<file path="config.mk">
export PLATFORM = sky130hd
export DESIGN_NAME = rst_seq_ctrl
export DESIGN_NICKNAME = d
export VERILOG_FILES = /design/src/rtl/rst_seq_pkg.sv /design/src/rtl/rst_seq_ctrl_sync2.sv /design/src/rtl/rst_seq_ctrl.sv
export SDC_FILE = /design/constraint.sdc
export NUM_CORES = 1
export LEC_CHECK = 0
export BUFFER_PORTS_ARGS = -buffer_cell sky130_fd_sc_hd__buf_4
export CORE_MARGIN = 4
export CORE_UTILIZATION = 40
export CTS_BUF_LIST = sky130_fd_sc_hd__clkbuf_4 sky130_fd_sc_hd__clkbuf_8
export DETAILED_ROUTE_END_ITERATION = 7
export PLACE_DENSITY = 0.55
export SYNTH_ARGS = -nofsm -noshare
export SYNTH_HDL_FRONTEND = slang
export SYNTH_SLANG_ARGS = --single-unit
export TNS_END_PERCENT = 30
</file>
<file path="constraint.sdc">
create_clock -name i_clk -period 2.3 [get_ports i_clk]
set_clock_uncertainty 0.15 [all_clocks]
set_input_delay 0.115 -clock i_clk [delete_from_list [all_inputs] [get_ports i_clk]]
set_output_delay 0.115 -clock i_clk [all_outputs]
set_load 0.05 [all_outputs]
</file>
<file path="src/rtl/rst_seq_pkg.sv">
// Shared types and defaults for the reset sequencer.
package rst_seq_pkg;

  // Sequencer states; encodings are visible on the debug port.
  typedef enum logic [2:0] {
    S_WLOCK = 3'd0,
    S_GAP1  = 3'd1,
    S_GAP2  = 3'd2,
    S_RUN   = 3'd3,
    S_HOLD  = 3'd4
  } rst_state_e;

  localparam int unsigned LockWaitDef = 1024;
  localparam int unsigned StageGapDef = 16;
  localparam int unsigned SwHoldDef   = 64;

  function automatic int unsigned max3(input int unsigned a, input int unsigned b,
                                       input int unsigned c);
    int unsigned m;
    m = (a > b) ? a : b;
    return (m > c) ? m : c;
  endfunction

endpackage

</file>
<file path="src/rtl/rst_seq_ctrl_sync2.sv">
// Generic two-flop bit synchronizer, asynchronously cleared to 0.
module rst_seq_ctrl_sync2 (
  input  logic i_clk,
  input  logic i_rstn,
  input  logic i_d,
  output logic o_q
);

  logic meta_q;
  logic sync_q;

  // Two-stage capture of the asynchronous input.
  always_ff @(posedge i_clk or negedge i_rstn) begin
    if (!i_rstn) begin
      meta_q <= 1'b0;
      sync_q <= 1'b0;
    end else begin
      meta_q <= i_d;
      sync_q <= meta_q;
    end
  end

  assign o_q = sync_q;

endmodule

</file>
<file path="src/rtl/rst_seq_ctrl.sv">
// Reset sequencer: qualifies PLL lock, then releases mem -> ppu -> cpu resets in order.
module rst_seq_ctrl
  import rst_seq_pkg::*;
#(
  parameter int unsigned LOCK_WAIT = LockWaitDef,
  parameter int unsigned STAGE_GAP = StageGapDef,
  parameter int unsigned SW_HOLD   = SwHoldDef
) (
  input  logic       i_clk,
  input  logic       i_rstn,
  input  logic       i_pll_locked,
  input  logic       i_sw_rst,
  output logic       o_srstn_mem,
  output logic       o_srstn_ppu,
  output logic       o_srstn_cpu,
  output logic       o_ready,
  output logic [2:0] o_state
);

  localparam int unsigned CntMax = max3(LOCK_WAIT, STAGE_GAP, SW_HOLD);
  localparam int unsigned CntW   = (CntMax > 1) ? $clog2(CntMax) : 1;

  localparam logic [CntW-1:0] LockLast = CntW'(LOCK_WAIT - 1);
  localparam logic [CntW-1:0] GapLast  = CntW'(STAGE_GAP - 1);
  localparam logic [CntW-1:0] HoldLast = CntW'(SW_HOLD - 1);

  logic            lock_s;
  rst_state_e      state_q, state_d;
  logic [CntW-1:0] cnt_q, cnt_d;
  logic            mem_q, mem_d;
  logic            ppu_q, ppu_d;
  logic            cpu_q, cpu_d;
  logic            ready_q, ready_d;

  rst_seq_ctrl_sync2 u_lock_sync (
    .i_clk  (i_clk),
    .i_rstn (i_rstn),
    .i_d    (i_pll_locked),
    .o_q    (lock_s)
  );

  // State, counter and registered reset outputs.
  always_ff @(posedge i_clk or negedge i_rstn) begin
    if (!i_rstn) begin
      state_q <= S_WLOCK;
      cnt_q   <= '0;
      mem_q   <= 1'b0;
      ppu_q   <= 1'b0;
      cpu_q   <= 1'b0;
      ready_q <= 1'b0;
    end else begin
      state_q <= state_d;
      cnt_q   <= cnt_d;
      mem_q   <= mem_d;
      ppu_q   <= ppu_d;
      cpu_q   <= cpu_d;
      ready_q <= ready_d;
    end
  end

  // Next-state, counter and output decisions; aborts take priority over sequencing.
  always_comb begin
    state_d = state_q;
    cnt_d   = cnt_q;
    mem_d   = mem_q;
    ppu_d   = ppu_q;
    cpu_d   = cpu_q;
    ready_d = ready_q;

    unique case (state_q)
      S_WLOCK: begin
        mem_d   = 1'b0;
        ppu_d   = 1'b0;
        cpu_d   = 1'b0;
        ready_d = 1'b0;
        if (!lock_s) begin
          cnt_d = '0;
        end else if (cnt_q == LockLast) begin
          state_d = S_GAP1;
          mem_d   = 1'b1;
          cnt_d   = '0;
        end else begin
          cnt_d = cnt_q + CntW'(1);
        end
      end

      S_GAP1, S_GAP2, S_RUN, S_HOLD: begin
        if (!lock_s) begin
          // Lock loss wins over a coincident software request.
          state_d = S_WLOCK;
          cnt_d   = '0;
          mem_d   = 1'b0;
          ppu_d   = 1'b0;
          cpu_d   = 1'b0;
          ready_d = 1'b0;
        end else if (i_sw_rst && (state_q != S_HOLD)) begin
          state_d = S_HOLD;
          cnt_d   = '0;
          mem_d   = 1'b0;
          ppu_d   = 1'b0;
          cpu_d   = 1'b0;
          ready_d = 1'b0;
        end else if (state_q == S_GAP1) begin
          if (cnt_q == GapLast) begin
            state_d = S_GAP2;
            ppu_d   = 1'b1;
            cnt_d   = '0;
          end else begin
            cnt_d = cnt_q + CntW'(1);
          end
        end else if (state_q == S_GAP2) begin
          if (cnt_q == GapLast) begin
            state_d = S_RUN;
            cpu_d   = 1'b1;
            ready_d = 1'b1;
            cnt_d   = '0;
          end else begin
            cnt_d = cnt_q + CntW'(1);
          end
        end else if (state_q == S_HOLD) begin
          // A held request keeps restarting the hold window.
          if (i_sw_rst) begin
            cnt_d = '0;
          end else if (cnt_q == HoldLast) begin
            state_d = S_WLOCK;
            cnt_d   = '0;
          end else begin
            cnt_d = cnt_q + CntW'(1);
          end
        end
      end

      default: begin
        state_d = S_WLOCK;
        cnt_d   = '0;
        mem_d   = 1'b0;
        ppu_d   = 1'b0;
        cpu_d   = 1'b0;
        ready_d = 1'b0;
      end
    endcase
  end

  assign o_srstn_mem = mem_q;
  assign o_srstn_ppu = ppu_q;
  assign o_srstn_cpu = cpu_q;
  assign o_ready     = ready_q;
  assign o_state     = state_q;

endmodule
</file>
==> results of run 1 <==
cells by family (layout without fill, tap and decap cells):
kind of cell / after synthesis / count (layout) / synth area share
compound gates: 37 / 37 / 0.2077
xor+xnor: 1 / 1 / 0.007093
fa+ha+maj: 1 / 1 / 0.01013
mux: 3 / 3 / 0.02837
simple gates: 68 / 68 / 0.3232
flops: 18 / 18 / 0.3647
buf+inv: 11 / 24 / 0.05876
layer usage:
layer  part of all wire  global-route usage
met1               0.46              0.1870
met2               0.51              0.2777
met3              0.030             0.02842
met4             0.0071             0.05660
met5                  0                   0
per-stage QoR:
stage / power [mW] / std cells / setup slack [ps] / util
5_1_grt: 0.6013 / 183 / 24.72 / 0.4877
3_3_place_gp: 0.3686 / 177 / 199.7 / 0.4658
2_1_floorplan: 0.3515 / 139 / 177.7 / -
3_5_place_dp: 0.3698 / 177 / 160.8 / 0.4658
6_report: 0.5641 / 183 / 169.5 / 0.4877
4_1_cts: 0.5794 / 183 / 128.7 / 0.4855
worst max-delay path, cell delays in order (launching register included):
cell      delay, ps
dfrtp_1         420
ha_1            240
and4_1          190
nor3b_2         180
nor3_2          500
o21bai_2        170
o221ai_2        200
power by group through the flow:
stage / clock (mW) / combinational, mW / sequential (mW)
after CTS: 0.213 / 0.0391 / 0.327
after global placement: 0 / 0.0353 / 0.333
after global routing: 0.230 / 0.0432 / 0.328
after floorplan: 0 / 0.0196 / 0.332
after detailed placement: 0 / 0.0363 / 0.334
final: 0.199 / 0.0378 / 0.327
area by class of cell:
type	instances	share of cell area
multi-input combinational	110	0.5153
sequential	18	0.3246
timing repair buffer	18	0.1007
tap	31	0.02788
clock buffer	4	0.02608
inverter	2	0.005396
repair_timing:
item	in CTS	in global routing
resized for setup	0	2
setup buffers	0	0
setup endpoints to repair	0	4
hold buffers	2	0
hold endpoints to repair	19	0
worst max-delay path by stage:
stage | startpoint | endpoint | slack, ps | depth (start not counted)
CTS | cnt_q[0]$_DFFE_PN0N_ | o_state[0]$_DFFE_PN0P_ | 130 | 6
detailed placement | o_state[0]$_DFFE_PN0P_ | o_state[0]$_DFFE_PN0P_ | 160 | 5
global route | cnt_q[0]$_DFFE_PN0N_ | cnt_q[9]$_DFFE_PN0N_ | 20 | 6
global placement | o_state[0]$_DFFE_PN0P_ | o_state[0]$_DFFE_PN0P_ | 200 | 5
floorplan | o_state[0]$_DFFE_PN0P_ | o_state[0]$_DFFE_PN0P_ | 180 | 5
finish | cnt_q[0]$_DFFE_PN0N_ | cnt_q[9]$_DFFE_PN0N_ | 170 | 6
cell usage after synthesis (all sizes together), types with 3 or more instances:
cell type,instances
nor3b,5
dfrtp,18
and2,3
nand3,4
nor2,13
nand2,15
buf,9
o21ai,18
nor3,11
flip-flops by register name (all words and copies together), names as in the netlist:
register / count
cnt_q: 10
o_state: 3
o_ready: 1
o_srstn_mem: 1
o_srstn_ppu: 1
u_lock_sync.meta_q: 1
u_lock_sync.o_q: 1
==> impl_metrics.tcl, run 1 <==
set metrics [dict create \
    status "finished, final reports clean" \
    route.detailed.drc 0 \
    ys_ff_latch 18 \
    synth_area_leaders "dfrtp_1, o21ai_0, nand2_1" \
    final_common_cell "dfrtp_1" \
    reg2reg_depth 6 \
    cts_tree "done" \
    async_reset_ff_frac 1.000 \
    gp_congestion 0.8175 \
    synth_area_um2 1235 \
    clk_path_buf_depth 2 \
    clk_latency_ps 300 \
    fin_crit_sh 0.9263 \
    irDropWorstVdd_mv 0.2120 \
    place_area_um2 1329 \
    timing.rr.end "cnt_q[9]$_DFFE_PN0N_" \
    core_area_um2 2853 \
    place_hpwl_um 2000 \
    ant_nets 0 \
    path_clk_slew_ps 110 \
    slew-limit-headroom 0.5447 \
    gr-total-overflow 0 \
    multiInputGateArea_um2 716.9 \
    yosysWarnings 0 \
    startpoint_type "register" \
    groute.usage.overall 0.1566 \
    antenna_found_initial 0 \
    synth.avg_cell_area_um2 8.884 \
    wl_per_cell_um 15.31 \
    root_buffer "clkbuf_4" \
    holdWs_ps 64.51 \
    rows 19 \
    required_ps 2370 \
    drtIter0Drc 109 \
    synth_ff_type "dfrtp_1" \
    grt_first_pass_wirelength_um 5043 \
    final_area_um2 1391 \
    synth_edf_count 0 \
    cts_num_sinks 18 \
    clockPowerShare 0.353 \
    power_frac_comb 0.067 \
    crit_fanout 9 \
    die_w_um 63.57 \
    cp.arrival_ps 2200 \
    drv_cap 0 \
    drive_gt1_frac 0.2566 \
    slew_violations 0 \
    cts_buffers 3 \
    port_buffers 10 \
    setup-tns-final_ps 0 \
    switching_share 0.2305 \
    viasPerCell 5.847 \
    leakage_nw 0.5829 \
    synth_top_area_cell "dfrtp_1" \
    grt_pass1_vias 1098 \
    nFillCells 274 \
    cts_max_level 1 \
    via_count 1070 \
    path_class "reg2reg" \
    regArea_um2 451.7 \
    syn2layout_area_growth_pct 12.66 \
    intPower_mw 0.4341 \
    io_pins 11 \
    routed_wl_um 2802 \
    fmax_ghz 0.4694 \
    yosysUniqueCellTypes 51 \
    floorplan.initialDensity 0.4329 \
    end_kind "register" \
    netlist.area_leader.share 0.3647 \
    layout_common_cells "dfrtp_1, buf_4, nand2_1" \
    reg2reg_from "cnt_q[0]$_DFFE_PN0N_" \
    p_switching_mw 0.1300 \
    yosysSeqAreaShare 0.3647 \
    first_pass_iters 4 \
    final.min_clock_period_ps 2130 \
    worst_pin_slew_ps 680.0 \
    antenna_cells 0 \
    reg2reg_slack_ps 170 \
    rsz0062_at_grt "no" \
    postSynthNetCount 144 \
    power.density_nw_per_um2 405.5 \
    finalSetupViolCount 0 \
    hold_path.class "in2async" \
    dieHeight_um 63.57 \
    nNetsFinal 158 \
    grt_max_degree 20 \
    pwr-share-seq 0.580 \
    die-area_um2 4041 \
    syn-instance-count 139 \
    hold_viol_final 0 \
]
(Power assumes the default switching activity.)
==> run 2: changes to the inputs <==
- PLACE_DENSITY: 0.55 -> 0.57
- clock period: 2.3 -> 1.9 ns (I/O delays scaled with it)
==> run 2 against run 1 <==
The run now ends with setup timing left. Maximum frequency is 6.4% higher. Final cell count is 11% higher. Sequential cell count stayed put. Worst setup slack worse by 270 ps. Die area stayed put. Critical path type unchanged. Critical endpoint unchanged. Largest cell class unchanged. Highest routed layer unchanged.
==> impl_metrics.tcl, run 2 (synthesized netlist as in run 1, its figures left out) <==
set metrics [dict create \
    grt_first_pass_wirelength_um 5181 \
    pre_cts_ws_ps -247.1 \
    regMostFlops "cnt_q" \
    antenna_cells 0 \
    gp_congestion 0.8532 \
    end_kind "register" \
    wl_per_cell_um 14.22 \
    place_area_um2 1505 \
    grt_util_met3 0.02309 \
    place_inst 197 \
    routed_wl_um 2901 \
    regArea_um2 454.2 \
    clk_latency_ps 290 \
    finalPower_mw 0.6927 \
    drv_cap 0 \
    violations "setup timing" \
    cts_buffers 3 \
    syn2layout_area_growth_pct 33.74 \
    final_area_um2 1652 \
    reg2reg_depth 5 \
    cts_max_level 1 \
    power.density_nw_per_um2 419.4 \
    clk_path_buf_depth 2 \
    final_common_cell "buf_4" \
    cts_num_sinks 18 \
    place_hpwl_um 2095 \
    viasPerCell 5.623 \
    groute.usage.overall 0.1559 \
    fmax_ghz 0.4995 \
    path_class "reg2reg" \
    startpoint_type "register" \
    post-route-util 0.5789 \
    finalSetupViolCount 10 \
    slew-limit-headroom 0.7427 \
    rsz0062_at_grt "yes" \
    root_buffer "clkbuf_4" \
    required_ps 1930 \
    port_buffers 10 \
    floorplan.initialDensity 0.4329 \
    finalNonFillerCells 204 \
    core_area_um2 2853 \
    status "complete, but fails checks" \
    fin_crit_sh 1.054 \
    largest_reg_flops 10 \
    slew_violations 0 \
    first_pass_iters 4 \
    drtIter0Drc 63 \
    multiInputGateArea_um2 812.0 \
    irDropWorstVdd_mv 0.2725 \
    holdWs_ps 50.03 \
    cts_tree "done" \
    nNetsFinal 179 \
    use_met2 0.2516 \
    antenna_found_initial 0 \
    route.detailed.drc 0 \
    hold_path.class "in2async" \
    drive_gt1_frac 0.3931 \
    rows 19 \
    setup-tns-final_ps -707.1 \
    final.min_clock_period_ps 2002 \
    post_cts_buffers 0 \
    crit_fanout 5 \
    layout_common_cells "buf_4, nand2_1, dfrtp_1" \
    grt_max_degree 20 \
    gr-total-overflow 0 \
    worst_pin_slew_ps 385.9 \
    nFillCells 252 \
    cp.arrival_ps 2030 \
    grt_pass1_vias 1141 \
    leakage_nw 0.7201 \
    grtUsageMet1 0.2166 \
    timing.final.ws_setup_ps -102.0 \
    die_w_um 63.57 \
    die-area_um2 4041 \
    io_pins 11 \
    path_clk_slew_ps 110 \
    via_count 1147 \
    top_usage_layer "met2" \
    ant_nets 0 \
    dieHeight_um 63.57 \
    hold_viol_final 0 \
]
==> run 2: cell types whose count changed in the layout (fill, tap and decap cells not counted), moves of 2 or more <==
cell     delta
o21ai_1     +4
nor3b_4     +3
dfrtp_2     +2
o21ai_0     -4
dfrtp_1     -2
buf_4      +19
nor3b_1     -2
==> run 2: cell type report <==
| type | instances | share of cell area |
|---|---|---|
| sequential | 18 | 0.2750 |
| multi-input combinational | 111 | 0.4917 |
| tap | 31 | 0.02348 |
| clock buffer | 4 | 0.02197 |
| timing repair buffer | 38 | 0.1833 |
| inverter | 2 | 0.004545 |
==> run 2: where the power goes <==
group | switching, mW | total [mW] | leakage [nW] | internal (mW)
sequential | 0.00641 | 0.396 | 0.239 | 0.390
clock | 0.121 | 0.238 | 0.0210 | 0.116
combinational | 0.0311 | 0.0585 | 0.460 | 0.0274
==> run 2: metal layers <==
layer	vias to the layer above	wire length (um)
li1	583	-
met1	546	1409
met2	16	1394
met3	2	76
met4	0	20
met5	-	0
==> run 2: path summary, 6_finish.rpt <==
check                                                to  slack (ps)                          from
max                                cnt_q[9]$_DFFE_PN0N_        -100          cnt_q[6]$_DFFE_PN0N_
min                        u_lock_sync.meta_q$_DFF_PN0_          50                        i_rstn
max reg2reg                        cnt_q[9]$_DFFE_PN0N_        -100          cnt_q[6]$_DFFE_PN0N_
min reg2reg                   u_lock_sync.o_q$_DFF_PN0_         220  u_lock_sync.meta_q$_DFF_PN0_
max in group asynchronous        o_state[2]$_DFFE_PN0P_        1340                        i_rstn
min in group i_clk               o_state[2]$_DFFE_PN0P_         100                      i_sw_rst
==> run 2: worst max-delay path, cell delays in order, from the launching register on <==
cell and delay, ps:
dfrtp_1 400, or4_4 600, a2111oi_4 330, nor3b_4 120, o21bai_2 190, o221ai_2 100
==> run 2: timing repair <==
action	CTS	global route
hold endpoints to repair	19	0
setup endpoints to repair	13	13
hold buffers	2	0
gates resized for setup	13	2
pin swaps	3	3
gates cloned	0	1
==> run 3: changes to the inputs <==
- CORE_ASPECT_RATIO: unset -> 1.1
==> run 3 against run 2 <==
The flow still finishes with violations (setup timing). Sequential power hardly changed. Maximum frequency is 0.38% higher. Sequential share of layout area grew 0.49 points. Critical path type unchanged. Critical endpoint is now cnt_q[3]$_DFFE_PN0N_. Largest power group unchanged.
==> impl_metrics.tcl, run 3 (synthesized netlist as in run 1, its figures left out) <==
set metrics [dict create \
    gr-total-overflow 0 \
    worst_pin_slew_ps 456.1 \
    groute.usage.overall 0.1669 \
    crit_fanout 9 \
    regMostFlops "cnt_q" \
    via_count 1165 \
    cpLargestDelayFamily "simple AND/OR/NAND/NOR gates" \
    cts_buffers 3 \
    cp_cell_sequence "or4_4 > nor4b_4 > nor3b_4 > nor3_2 > o21ai_1" \
    path_buf_inv 0 \
    clk_latency_ps 300 \
    power_frac_comb 0.084 \
    switching_share 0.2401 \
    ant_nets 0 \
    drtIter0Drc 29 \
    core_area_um2 2853 \
    finalPower_mw 0.7027 \
    cts_num_sinks 18 \
    grt_max_degree 20 \
    startpoint_type "register" \
    routed_wl_um 3002 \
    timing.final.ws_setup_ps -94.37 \
    port_buffers 10 \
    gp_congestion 0.8117 \
    slew_violations 0 \
    power.density_nw_per_um2 433.0 \
    pwr-share-seq 0.561 \
    nNetsFinal 179 \
    antenna_found_initial 0 \
    clockPowerShare 0.355 \
    intPower_mw 0.5340 \
    grt_pass1_vias 1153 \
    final_area_um2 1623 \
    antenna_cells 0 \
    finalSetupViolCount 11 \
    slew-limit-headroom 0.6956 \
    path_clk_slew_ps 120 \
    largest_reg_flops 10 \
    io_pins 11 \
    final.min_clock_period_ps 1994 \
    critical-path-max-stage-delay_ps 580 \
    rows 20 \
    route.detailed.drc 0 \
    p_switching_mw 0.1688 \
    place_area_um2 1515 \
    clk_path_buf_depth 2 \
    violations "setup timing" \
    first_pass_iters 4 \
    place_inst 200 \
    place_hpwl_um 2219 \
    floorplan.initialDensity 0.4329 \
    syn2layout_area_growth_pct 31.41 \
    die-area_um2 4041 \
    viasPerCell 5.655 \
    root_buffer "clkbuf_4" \
    die_w_um 60.98 \
    grt_first_pass_wirelength_um 5092 \
    leakage_nw 0.7169 \
    status "complete, but fails checks" \
    required_ps 1940 \
    post_cts_buffers 0 \
    hold_path.class "in2async" \
    irDropWorstVdd_mv 0.3357 \
    cts_max_level 1 \
    cp.arrival_ps 2030 \
    drive_gt1_frac 0.3815 \
    drv_cap 0 \
    wl_per_cell_um 14.57 \
    final_common_cell "buf_4" \
    fin_crit_sh 1.050 \
    cts_tree "done" \
    fmax_ghz 0.5014 \
    rsz0062_at_grt "yes" \
    path_class "reg2reg" \
    critPathSlowestCell "or4_4" \
    finalNonFillerCells 206 \
    hold_viol_final 0 \
    end_kind "register" \
    dieHeight_um 66.28 \
    layout_common_cells "buf_4, nand2_1, dfrtp_1" \
]
## run 3: cell count changes in the layout (fill, tap and decap cells not counted)
| cell | before | now |
|---|---|---|
| and4_4 | 1 | 0 |
| ha_4 | 1 | 0 |
| nor3_4 | 1 | 0 |
| xor2_2 | 0 | 1 |
| o21ai_0 | 9 | 12 |
| nor4bb_2 | 1 | 0 |
| xor2_1 | 1 | 0 |
| and4_1 | 0 | 1 |
| ha_1 | 0 | 1 |
| nor3_2 | 1 | 2 |
| nor4bb_1 | 0 | 1 |
| nor3b_4 | 3 | 2 |
| buf_4 | 35 | 36 |
| o21ai_1 | 9 | 6 |
## run 3: area by class of cell
cell class,count,area (um2)
clock buffers,4,36.28
fillers,283,1230
inverters,2,7.507
multi-input cells,110,773.2
flip-flops and latches,18,454.2
well taps,33,41.29
repair buffers,39,310.3
## run 3: final timing paths
check                                       endpoint  cells after the start                         start  slack [ps]
min in group i_clk            o_state[2]$_DFFE_PN0P_                      4                      i_sw_rst          80
hold / removal                o_state[2]$_DFFE_PN0P_                      2                        i_rstn          40
max in group asynchronous     o_state[1]$_DFFE_PN0P_                      2                        i_rstn        1350
hold reg to reg            u_lock_sync.o_q$_DFF_PN0_                      0  u_lock_sync.meta_q$_DFF_PN0_         210
setup reg to reg                cnt_q[3]$_DFFE_PN0N_                      5          cnt_q[7]$_DFFE_PN0N_         -90
setup / recovery                cnt_q[3]$_DFFE_PN0N_                      5          cnt_q[7]$_DFFE_PN0N_         -90
## run 3: per-stage QoR
stage	utilization	setup TNS (ps)	setup WS, ps	hold WS [ps]
CTS	0.5640	-714.4	-113.6	34.97
detailed placement	0.5311	-994.6	-138.3	-163.1
floorplan	-	-91.67	-50.28	-350.6
global placement	0.5311	-432.7	-109.3	-165.0
global route	0.5689	-1713	-183.7	32.35
finish	0.5689	-664.6	-94.37	36.72
## run 3: power by group through the flow
stage / Clock, mW / Combinational, mW / Sequential (mW)
4_1_cts: 0.259 / 0.0600 / 0.394
3_5_place_dp: 0 / 0.0565 / 0.402
2_1_floorplan: 0 / 0.0238 / 0.402
5_1_grt: 0.277 / 0.0663 / 0.396
3_3_place_gp: 0 / 0.0548 / 0.401
6_report: 0.249 / 0.0590 / 0.394
## run 3: worst register-to-register path, stage by stage (launching register included)
cell and delay [ps]:
dfrtp_1 420, or4_4 580, nor4b_4 290, nor3b_4 130
nor3_2 210, o21ai_1 110
## run 3: repair_timing
item	in CTS	in global routing
hold endpoints to repair	19	0
setup endpoints to repair	13	13
pin swaps	4	1
resized for setup	5	2
hold buffers	2	0
## run 3: per-layer routing
layer | GRT usage | wire (um) | vias to the layer above
met5 | 0 | 0 | -
met4 | 0.06775 | 34 | 0
met3 | 0.02344 | 78 | 4
met2 | 0.2781 | 1502 | 19
met1 | 0.2117 | 1387 | 563
li1 | - | - | 579
